--- src/rtl/fb_write_scheduler.sv ---
// Arbitrates two pixel requesters onto one frame-buffer write port, with a full-frame fill mode.
// Pixel writes land one cycle after the transfer; readies drop during a fill and on a clear request.
module fb_write_scheduler #(
  parameter int W      = 320,
  parameter int H      = 240,
  parameter int DATA_W = 16,
  parameter int ADDR_W = 17,
  parameter int X_W    = 9,
  parameter int Y_W    = 8,
  parameter int CNT_W  = 16
) (
  input  logic              clk_sys,
  input  logic              rst,
  input  logic              clear_start,
  input  logic [DATA_W-1:0] clear_color,
  output logic              clear_busy,
  output logic              clear_done,
  input  logic              req0_valid,
  output logic              req0_ready,
  input  logic [X_W-1:0]    req0_x,
  input  logic [Y_W-1:0]    req0_y,
  input  logic [DATA_W-1:0] req0_color,
  input  logic              req1_valid,
  output logic              req1_ready,
  input  logic [X_W-1:0]    req1_x,
  input  logic [Y_W-1:0]    req1_y,
  input  logic [DATA_W-1:0] req1_color,
  output logic              fb_en,
  output logic              fb_we,
  output logic [ADDR_W-1:0] fb_addr,
  output logic [DATA_W-1:0] fb_din,
  output logic [CNT_W-1:0]  drop_cnt
);

  typedef enum logic {IDLE, CLEAR} state_t;

  // Fill counter is one bit wider than the address so it can hold W*H itself.
  localparam logic [ADDR_W:0] NPIX     = (ADDR_W+1)'(W*H);
  localparam logic [ADDR_W:0] NPIX_M1  = NPIX - 1'b1;
  localparam logic [X_W:0]    W_LIM    = (X_W+1)'(W);
  localparam logic [Y_W:0]    H_LIM    = (Y_W+1)'(H);

  state_t              state_q;
  logic                last_q;
  logic [ADDR_W:0]     cnt_q;
  logic [DATA_W-1:0]   color_q;
  logic                wr_q;
  logic [ADDR_W-1:0]   addr_q;
  logic [DATA_W-1:0]   din_q;
  logic                busy_q;
  logic                done_q;
  logic [CNT_W-1:0]    drop_q;

  logic                accept_ok;
  logic                grant0;
  logic                grant1;
  logic                xfer;
  logic                in_range;
  logic [X_W-1:0]      sel_x;
  logic [Y_W-1:0]      sel_y;
  logic [DATA_W-1:0]   sel_color;
  logic [ADDR_W-1:0]   pix_addr;

  // last_q = 1 means requester 1 was served last, so requester 0 wins a tie.
  assign accept_ok  = (state_q == IDLE) && !clear_start && !rst;
  assign grant0     = req0_valid && (!req1_valid || last_q);
  assign grant1     = req1_valid && (!req0_valid || !last_q);
  assign req0_ready = accept_ok && grant0;
  assign req1_ready = accept_ok && grant1;
  assign xfer       = req0_ready || req1_ready;

  assign sel_x      = req1_ready ? req1_x     : req0_x;
  assign sel_y      = req1_ready ? req1_y     : req0_y;
  assign sel_color  = req1_ready ? req1_color : req0_color;
  assign in_range   = ({1'b0, sel_x} < W_LIM) && ({1'b0, sel_y} < H_LIM);
  assign pix_addr   = ADDR_W'(sel_y) * ADDR_W'(W) + ADDR_W'(sel_x);

  always_ff @(posedge clk_sys or posedge rst) begin
    if (rst) begin
      state_q <= IDLE;
      last_q  <= 1'b1;
      cnt_q   <= '0;
      color_q <= '0;
      wr_q    <= 1'b0;
      addr_q  <= '0;
      din_q   <= '0;
      busy_q  <= 1'b0;
      done_q  <= 1'b0;
      drop_q  <= '0;
    end else begin
      wr_q   <= 1'b0;
      done_q <= 1'b0;
      if (state_q == IDLE) begin
        if (clear_start) begin
          state_q <= CLEAR;
          color_q <= clear_color;
          cnt_q   <= (ADDR_W+1)'(1);
          wr_q    <= 1'b1;
          addr_q  <= '0;
          din_q   <= clear_color;
          busy_q  <= 1'b1;
          done_q  <= (NPIX == (ADDR_W+1)'(1));
        end else if (xfer) begin
          last_q <= req1_ready;
          if (in_range) begin
            wr_q   <= 1'b1;
            addr_q <= pix_addr;
            din_q  <= sel_color;
          end else if (drop_q != '1) begin
            drop_q <= drop_q + 1'b1;
          end
        end
      end else begin
        // cnt_q reaching NPIX means the final fill write is on the port this cycle.
        if (cnt_q == NPIX) begin
          state_q <= IDLE;
          busy_q  <= 1'b0;
          cnt_q   <= '0;
        end else begin
          wr_q   <= 1'b1;
          addr_q <= cnt_q[ADDR_W-1:0];
          din_q  <= color_q;
          done_q <= (cnt_q == NPIX_M1);
          cnt_q  <= cnt_q + 1'b1;
        end
      end
    end
  end

  assign fb_en      = wr_q;
  assign fb_we      = wr_q;
  assign fb_addr    = addr_q;
  assign fb_din     = din_q;
  assign clear_busy = busy_q;
  assign clear_done = done_q;
  assign drop_cnt   = drop_q;

endmodule

--- config.mk ---
export PLATFORM = sky130hd
export DESIGN_NAME = fb_write_scheduler
export DESIGN_NICKNAME = d
export VERILOG_FILES = /design/src/rtl/fb_write_scheduler.sv
export SDC_FILE = /design/constraint.sdc
export NUM_CORES = 1
export LEC_CHECK = 0
export ABC_AREA = 1
export CORE_MARGIN = 2
export CORE_UTILIZATION = 42
export DETAILED_ROUTE_END_ITERATION = 6
export PLACE_DENSITY = 0.8
export SLEW_MARGIN = 5
export SYNTH_ARGS = -nofsm -noshare
export SYNTH_HDL_FRONTEND = slang
export SYNTH_SLANG_ARGS = --single-unit
--- constraint.sdc ---
create_clock -name clk_sys -period 7 [get_ports clk_sys]
set_clock_uncertainty 0.1 [all_clocks]
set_input_delay 1.05 -clock clk_sys [delete_from_list [all_inputs] [get_ports clk_sys]]
set_output_delay 1.05 -clock clk_sys [all_outputs]
set_load 0.03 [all_outputs]
==> summary.md, run 1 <==
| Metric | Value |
|---|---|
| HPWL after DPL | 11.1 mm |
| Mapped Nets | 851 |
| DP Cell Count | 1,034 |
| Share of the synthesized area in the top cell type | 39.4% |
| Cell mode on critical path | nand2_1 |
| Routed Antenna Nets | 0 |
| Layout cells sized above 1 | 5.69% |
| Register bit total from synthesis | 88 |
| Max cap viols | 0 |
| DR DRC count | 0 |
| Simple-Gate Fraction of Synth Area | 31.1% |
| Worst skew pair latency | 360 ps |
| CTS tree | done |
| FMAX | 0.210 GHz |
| Critical path class | input port to register |
| Mapped Cells | 745 |
| Peak VDD IR | 0.125 mV |
| Cell area after placement | 7000 um2 |
| CORE AREA | 12,700 um2 |
| HP Class | register to register |
| Drt wl/cell | 14.6 um |
| Hold_buf cts | 0 |
| Max Slew Vio Count | 0 |
| Main synth FF type | dfrtp_1 |
| All-Layer GR Usage | 21.8% |
| Die Width | 119 um |
| Vias in the first global route | 5,057 |
| M3 GR Usage | 5.31% |
| Clock slew seen by the registers of the worst setup and hold paths | 60 ps |
| Post-synthesis mux area share | 0% |
| Hold_ws | 379 ps |
| Outcome | finished, final reports clean |
| Initial antenna violation count | 0 |
| First-pass GRT wire length | 24.6 mm |
| Critical path endpoint category | register |
| Final Hold Viols | 0 |
| Synth Cell Area | 5530 um2 |
| Die Area | 14,100 um2 |
| Commonest non-fill, non-tap cells in the layout | nand2_1, clkdlybuf4s50_1, dfrtp_1 |
| Min cycle time layout | 4760 ps |
| Syn-to-layout area delta | 32.8% |
| Syn Area/Cell | 7.42 um2 |
| Cell row count | 41 |
| Busiest layer in global routing | met2 |
| RSZ-0062 raised after global routing | no |
| Startpoint Class | input port |
| Async S/R FF share, synth | 100% |
| Rel. slew slack | 31.9% |
| Clock Path Buffers | 2 |
| Crit-path slowest cell | clkdlybuf4s50_1 |
| Top cells by area, synth | dfrtp_1, nand2_1, inv_1, o21ai_0, ha_1 |
| Post-CTS Setup Bufs | 0 |
| CTS-repair resized insts | 0 |
| Data arrival time of the critical path | 4950 ps |
| Area leader, netlist | dfrtp_1 |
| Final nets | 979 |
| Vias per inst | 5.14 |
| First drt pass iteration count | 5 |
| Most common cell after layout, fill and taps aside | nand2_1 |
| DR vias | 5,400 |
| Final TNS setup | 0 ps |
| Combinational family with the most area after synthesis | simple AND/OR/NAND/NOR gates |
| Synth Area in XOR/XNOR | 3.33% |
| Worst path cell trace | clkdlybuf4s50_1 -> nor2_8 -> nand2_4 -> nor2_8 -> nand2_1 -> nand2_1 -> inv_1 -> ha_1 -> fa_1 -> nand2_1 -> inv_1 -> nor2_1 -> inv_1 -> nor2_1 -> nand3_1 -> nor2_1 -> nand2_1 -> nand2_1 -> nand2_1 -> nand2_1 -> nand2_1 -> nand2_1 |
| Pre-CTS WS | 1920 ps |
| Pwr dens | 166 nW/um2 |
| Final worst slack | 2240 ps |
| Quantity of I/O buffers inserted on ports | 141 |
| IO Count | 142 |
| Synth cell types | 43 |
| Slew of the pin with the lowest slew margin | 1020 ps |
| Num Clock Sinks | 88 |
| Largest net degree at the start of global routing | 81 |
| Post-Layout Cell Count | 1,050 |
| # diodes | 0 |
| Number of enable flip-flop cells after synthesis | 0 |
| H-tree levels | 3 |
| Worst EP required | 7190 ps |
| Crit path largest cell delay | 530 ps |
| Final setup vio count | 0 |
| Complex-gate fraction of the synthesized area | 12.2% |
| Root Buffer | clkbuf_16 |
| Post-route cell area | 7340 um2 |
| Synth warn | 0 |
| Grt ovf | 0 |
| DR iter-0 viols | 386 |
| Gp weighted congestion | 0.871 |
| GR Util met2 | 35.2% |
| Routed WL | 15.3 mm |
| Maximum net fanout on the critical path | 39 |
| Leakage | 0.00346 uW |
| Fin crit share | 68.0% |
| Met1 usage | 28.3% |
| Die Y | 119 um |
| Starting density of the core | 43.5% |
| Adder-cell area share of the yosys netlist | 4.57% |
| Sequential area share after synthesis | 39.8% |
| Inserted Clock Buffers | 9 |
[flip-flops by register name, indices dropped and copies added, names as in the netlist]
register / cells
clear_busy: 1
fb_din: 16
fb_addr: 17
last_q: 1
color_q: 16
state_q: 1
clear_done: 1
cnt_q: 18
drop_cnt: 16
fb_en: 1
[synthesized netlist by cell type (3+ instances only)]
cell	count
o21ai_0	43
a21oi_1	13
clkbuf_1	11
nand2_2	8
nand2_1	258
nor4_1	5
o21ai_2	7
xnor2_1	5
xor2_1	16
nand4_1	10
buf_6	8
nand3b_1	3
ha_1	17
inv_1	78
o21ai_1	10
nand3_1	42
o211ai_1	6
nand2_4	5
dfrtp_1	87
o221ai_1	5
buf_2	4
nor3_1	7
o22ai_1	20
nor2_1	53
[report_power, final]
part | internal (uW) | switching, uW
Combinational | 73.1 | 72.3
Clock | 351 | 210
Sequential | 512 | 4.42
Total | 935 | 287
[critical path, delay by kind of cell]
kind                     cells  cell delay, ps
buffers and inverters        4             710
AND/OR/NAND/NOR             16            2360
adder cells (fa/ha/maj)      2             790
[kinds of logic (layout without fill, tap and decap cells)]
logic type / Yosys count / after routing
adders and majority gates: 19 / 19
DFF: 88 / 88
xor gates and xnor gates: 21 / 21
AOI/OAI and AO/OA: 112 / 112
buffers and inverters: 108 / 241
and+or+nand+nor: 397 / 397
[path summary, 6_finish.rpt]
kind / start / end / slack [ps] / cells past startpoint
max: clear_start / fb_addr[16] / 2240 / 22
min: fb_din[0] / fb_din[0] / 380 / 2
max reg2reg: state_q / fb_addr[16] / 2890 / 22
min reg2reg: fb_din[0] / fb_din[0] / 380 / 2
max in group asynchronous: rst / cnt_q[15] / 4670 / 3
min in group asynchronous: rst / drop_cnt[13] / 850 / 2
[metrics by stage]
stage                     util (%)  total power [uW]
after global routing          57.7              1270
final                         57.7              1220
after global placement        55.0               669
after detailed placement      55.0               670
after CTS                     57.7              1230
after floorplan                  -               596
[metal layers]
| metal | up-vias | wire length [um] |
|---|---|---|
| met4 | 0 | 340 |
| met3 | 26 | 1220 |
| met2 | 202 | 7110 |
| met1 | 2503 | 6670 |
| li1 | 2669 | - |
| met5 | - | 0 |
[area by class of cell]
cell class                      instances  area [um2]
Inverter                               80         304
Clock inverter                          6         115
Clock buffer                           10         229
Timing Repair Buffer                  145        1440
Sequential cell                        88        2200
Fill cell                            1207        5380
Tap cell                              172         215
Multi-Input combinational cell        549        2840
Power figures use the tool's default switching activity.
==> run 2, diff against run 1 <==
Clock period 7 ns to 4.94 ns, I/O delays scaled along.
==> run 2 against run 1 <==
Flip-flop and latch count unchanged. Cell area down 0.14%. Via count hardly changed. Power rose by 33%. Die area unchanged. Critical path depth fell by 2. Global-route usage up 0.48 points.
==> summary.md, run 2 (synthesis results as in run 1) <==
| Metric | Value |
|---|---|
| Starting density of the core | 43.5% |
| Gp weighted congestion | 0.889 |
| CTS tree | done |
| Final nets | 982 |
| Met2 WL | 7.01 mm |
| Slew of the pin with the lowest slew margin | 906 ps |
| First drt pass iteration count | 6 |
| Clock Path Buffers | 2 |
| Final Hold Viols | 0 |
| Die Area | 14,100 um2 |
| Root Buffer | clkbuf_16 |
| Maximum net fanout on the critical path | 15 |
| Outcome | finished, final reports clean |
| Most common cell after layout, fill and taps aside | nand2_1 |
| Fill count | 1,198 |
| DR iter-0 viols | 331 |
| Syn-to-layout area delta | 32.6% |
| # diodes | 0 |
| Final core utilization | 57.7% |
| Quantity of I/O buffers inserted on ports | 141 |
| Die Width | 119 um |
| Hold_buf cts | 0 |
| Leakage | 0.00347 uW |
| Final TNS setup | 0 ps |
| Largest net degree at the start of global routing | 72 |
| Worst Reg2Reg Path Length in Cells | 19 |
| Min cycle time layout | 3960 ps |
| Layout cells sized above 1 | 6.24% |
| Drt wl/cell | 14.6 um |
| DR DRC count | 0 |
| CORE AREA | 12,700 um2 |
| Data arrival time of the critical path | 4140 ps |
| First-pass GRT wire length | 25.4 mm |
| Peak VDD IR | 0.142 mV |
| Hold EP | clear_busy |
| Most flop-heavy register | cnt_q |
| Die Y | 119 um |
| Routed Antenna Nets | 0 |
| Max reg flops | 18 |
| Worst EP required | 5120 ps |
| Setup slack, reg-to-reg | 1510 ps |
| R2R Path Start | state_q |
| Cell row count | 41 |
| FMAX | 0.252 GHz |
| RR Endpoint | fb_addr[16] |
| IO Count | 142 |
| HP Start | clear_busy |
| Startpoint Class | input port |
| Commonest non-fill, non-tap cells in the layout | nand2_1, clkdlybuf4s50_1, dfrtp_1 |
| DR vias | 5,402 |
| Critical path endpoint category | register |
| Inserted Clock Buffers | 9 |
| Vias in the first global route | 5,177 |
| Max Slew Vio Count | 0 |
| Num Clock Sinks | 88 |
| HP Class | register to register |
| Critical path class | input port to register |
| Fin crit share | 80.3% |
| Initial antenna violation count | 0 |
| All-Layer GR Usage | 22.3% |
| Top routing layer in use | met4 |
| RSZ-0062 raised after global routing | no |
| Worst skew pair latency | 340 ps |
| Grt ovf | 0 |
| Post-CTS Setup Bufs | 0 |
| Pwr dens | 222 nW/um2 |
| Final setup vio count | 0 |
| Hold depth | 2 |
| Max cap viols | 0 |
| Rel. slew slack | 39.6% |
| Routed WL | 15.3 mm |
| Clock slew seen by the registers of the worst setup and hold paths | 60 ps |
| H-tree levels | 3 |
| CTS-repair resized insts | 0 |
| Met1 Wirelength | 7.14 mm |
| HPWL after DPL | 11.1 mm |
| Vias per inst | 5.13 |
| Met3 WL post-DR | 982 um |
==> run 2: cell types whose count changed in the layout (fill, tap and decap cells not counted), sizes merged <==
| cell | change |
|---|---|
| clkbuf | +3 |
| buf | +3 |
| bufinv | -2 |
| inv | -1 |
==> run 2: how the worst max path moves through the flow <==
stage,start,end,cells after the start
after floorplan,rst,fb_addr[16],22
after global placement,clear_start,fb_addr[16],21
after detailed placement,clear_start,fb_addr[16],20
after CTS,clear_start,fb_addr[16],20
after global routing,clear_start,fb_addr[15],20
final,clear_start,fb_addr[16],20
==> run 2: per-layer routing <==
layer  track usage [%]  vias up
met1              30.8     2525
met2              35.6      192
li1                  -     2664
met3              4.10       21
met4              6.55        0
met5                 0        -
==> run 2: stage by stage <==
stage	instance area (um2)	hold WS [ps]	std cells	power, uW	setup WS [ps]
after floorplan	5560	349	745	847	32.1
after CTS	7330	377	1053	1650	982
after global routing	7330	404	1053	1690	569
final	7330	374	1053	1630	975
after global placement	7030	358	1037	950	709
after detailed placement	7030	362	1037	952	647
==> run 2: critical path: stages <==
cell	delay, ps
clkdlybuf4s50_1	550
nor2_8	190
nand4_2	360
o21ai_2	320
ha_1	280
ha_1	240
fa_1	390
nand2_1	90
inv_1	50
nor2_2	120
inv_1	60
nor2_2	130
nand3_1	100
nor2_1	130
nand2_1	60
nand2_1	50
nand2_1	60
nand2_1	80
nand2_1	50
nand2_1	70
==> run 2: power by group <==
part	switching [uW]	total (uW)	internal [uW]
Combinational	102	208	105
Clock	270	688	418
Sequential	6.63	732	725
==> run 2: area by class of cell <==
type | count | area (um2) | area share [%]
clock buffer | 13 | 260 | 3.55
multi-input combinational | 549 | 2850 | 38.8
inverter | 80 | 307 | 4.18
tap | 172 | 215 | 2.93
timing repair buffer | 148 | 1460 | 20.0
sequential | 88 | 2200 | 30.0
clock inverter | 3 | 40.0 | 0.546
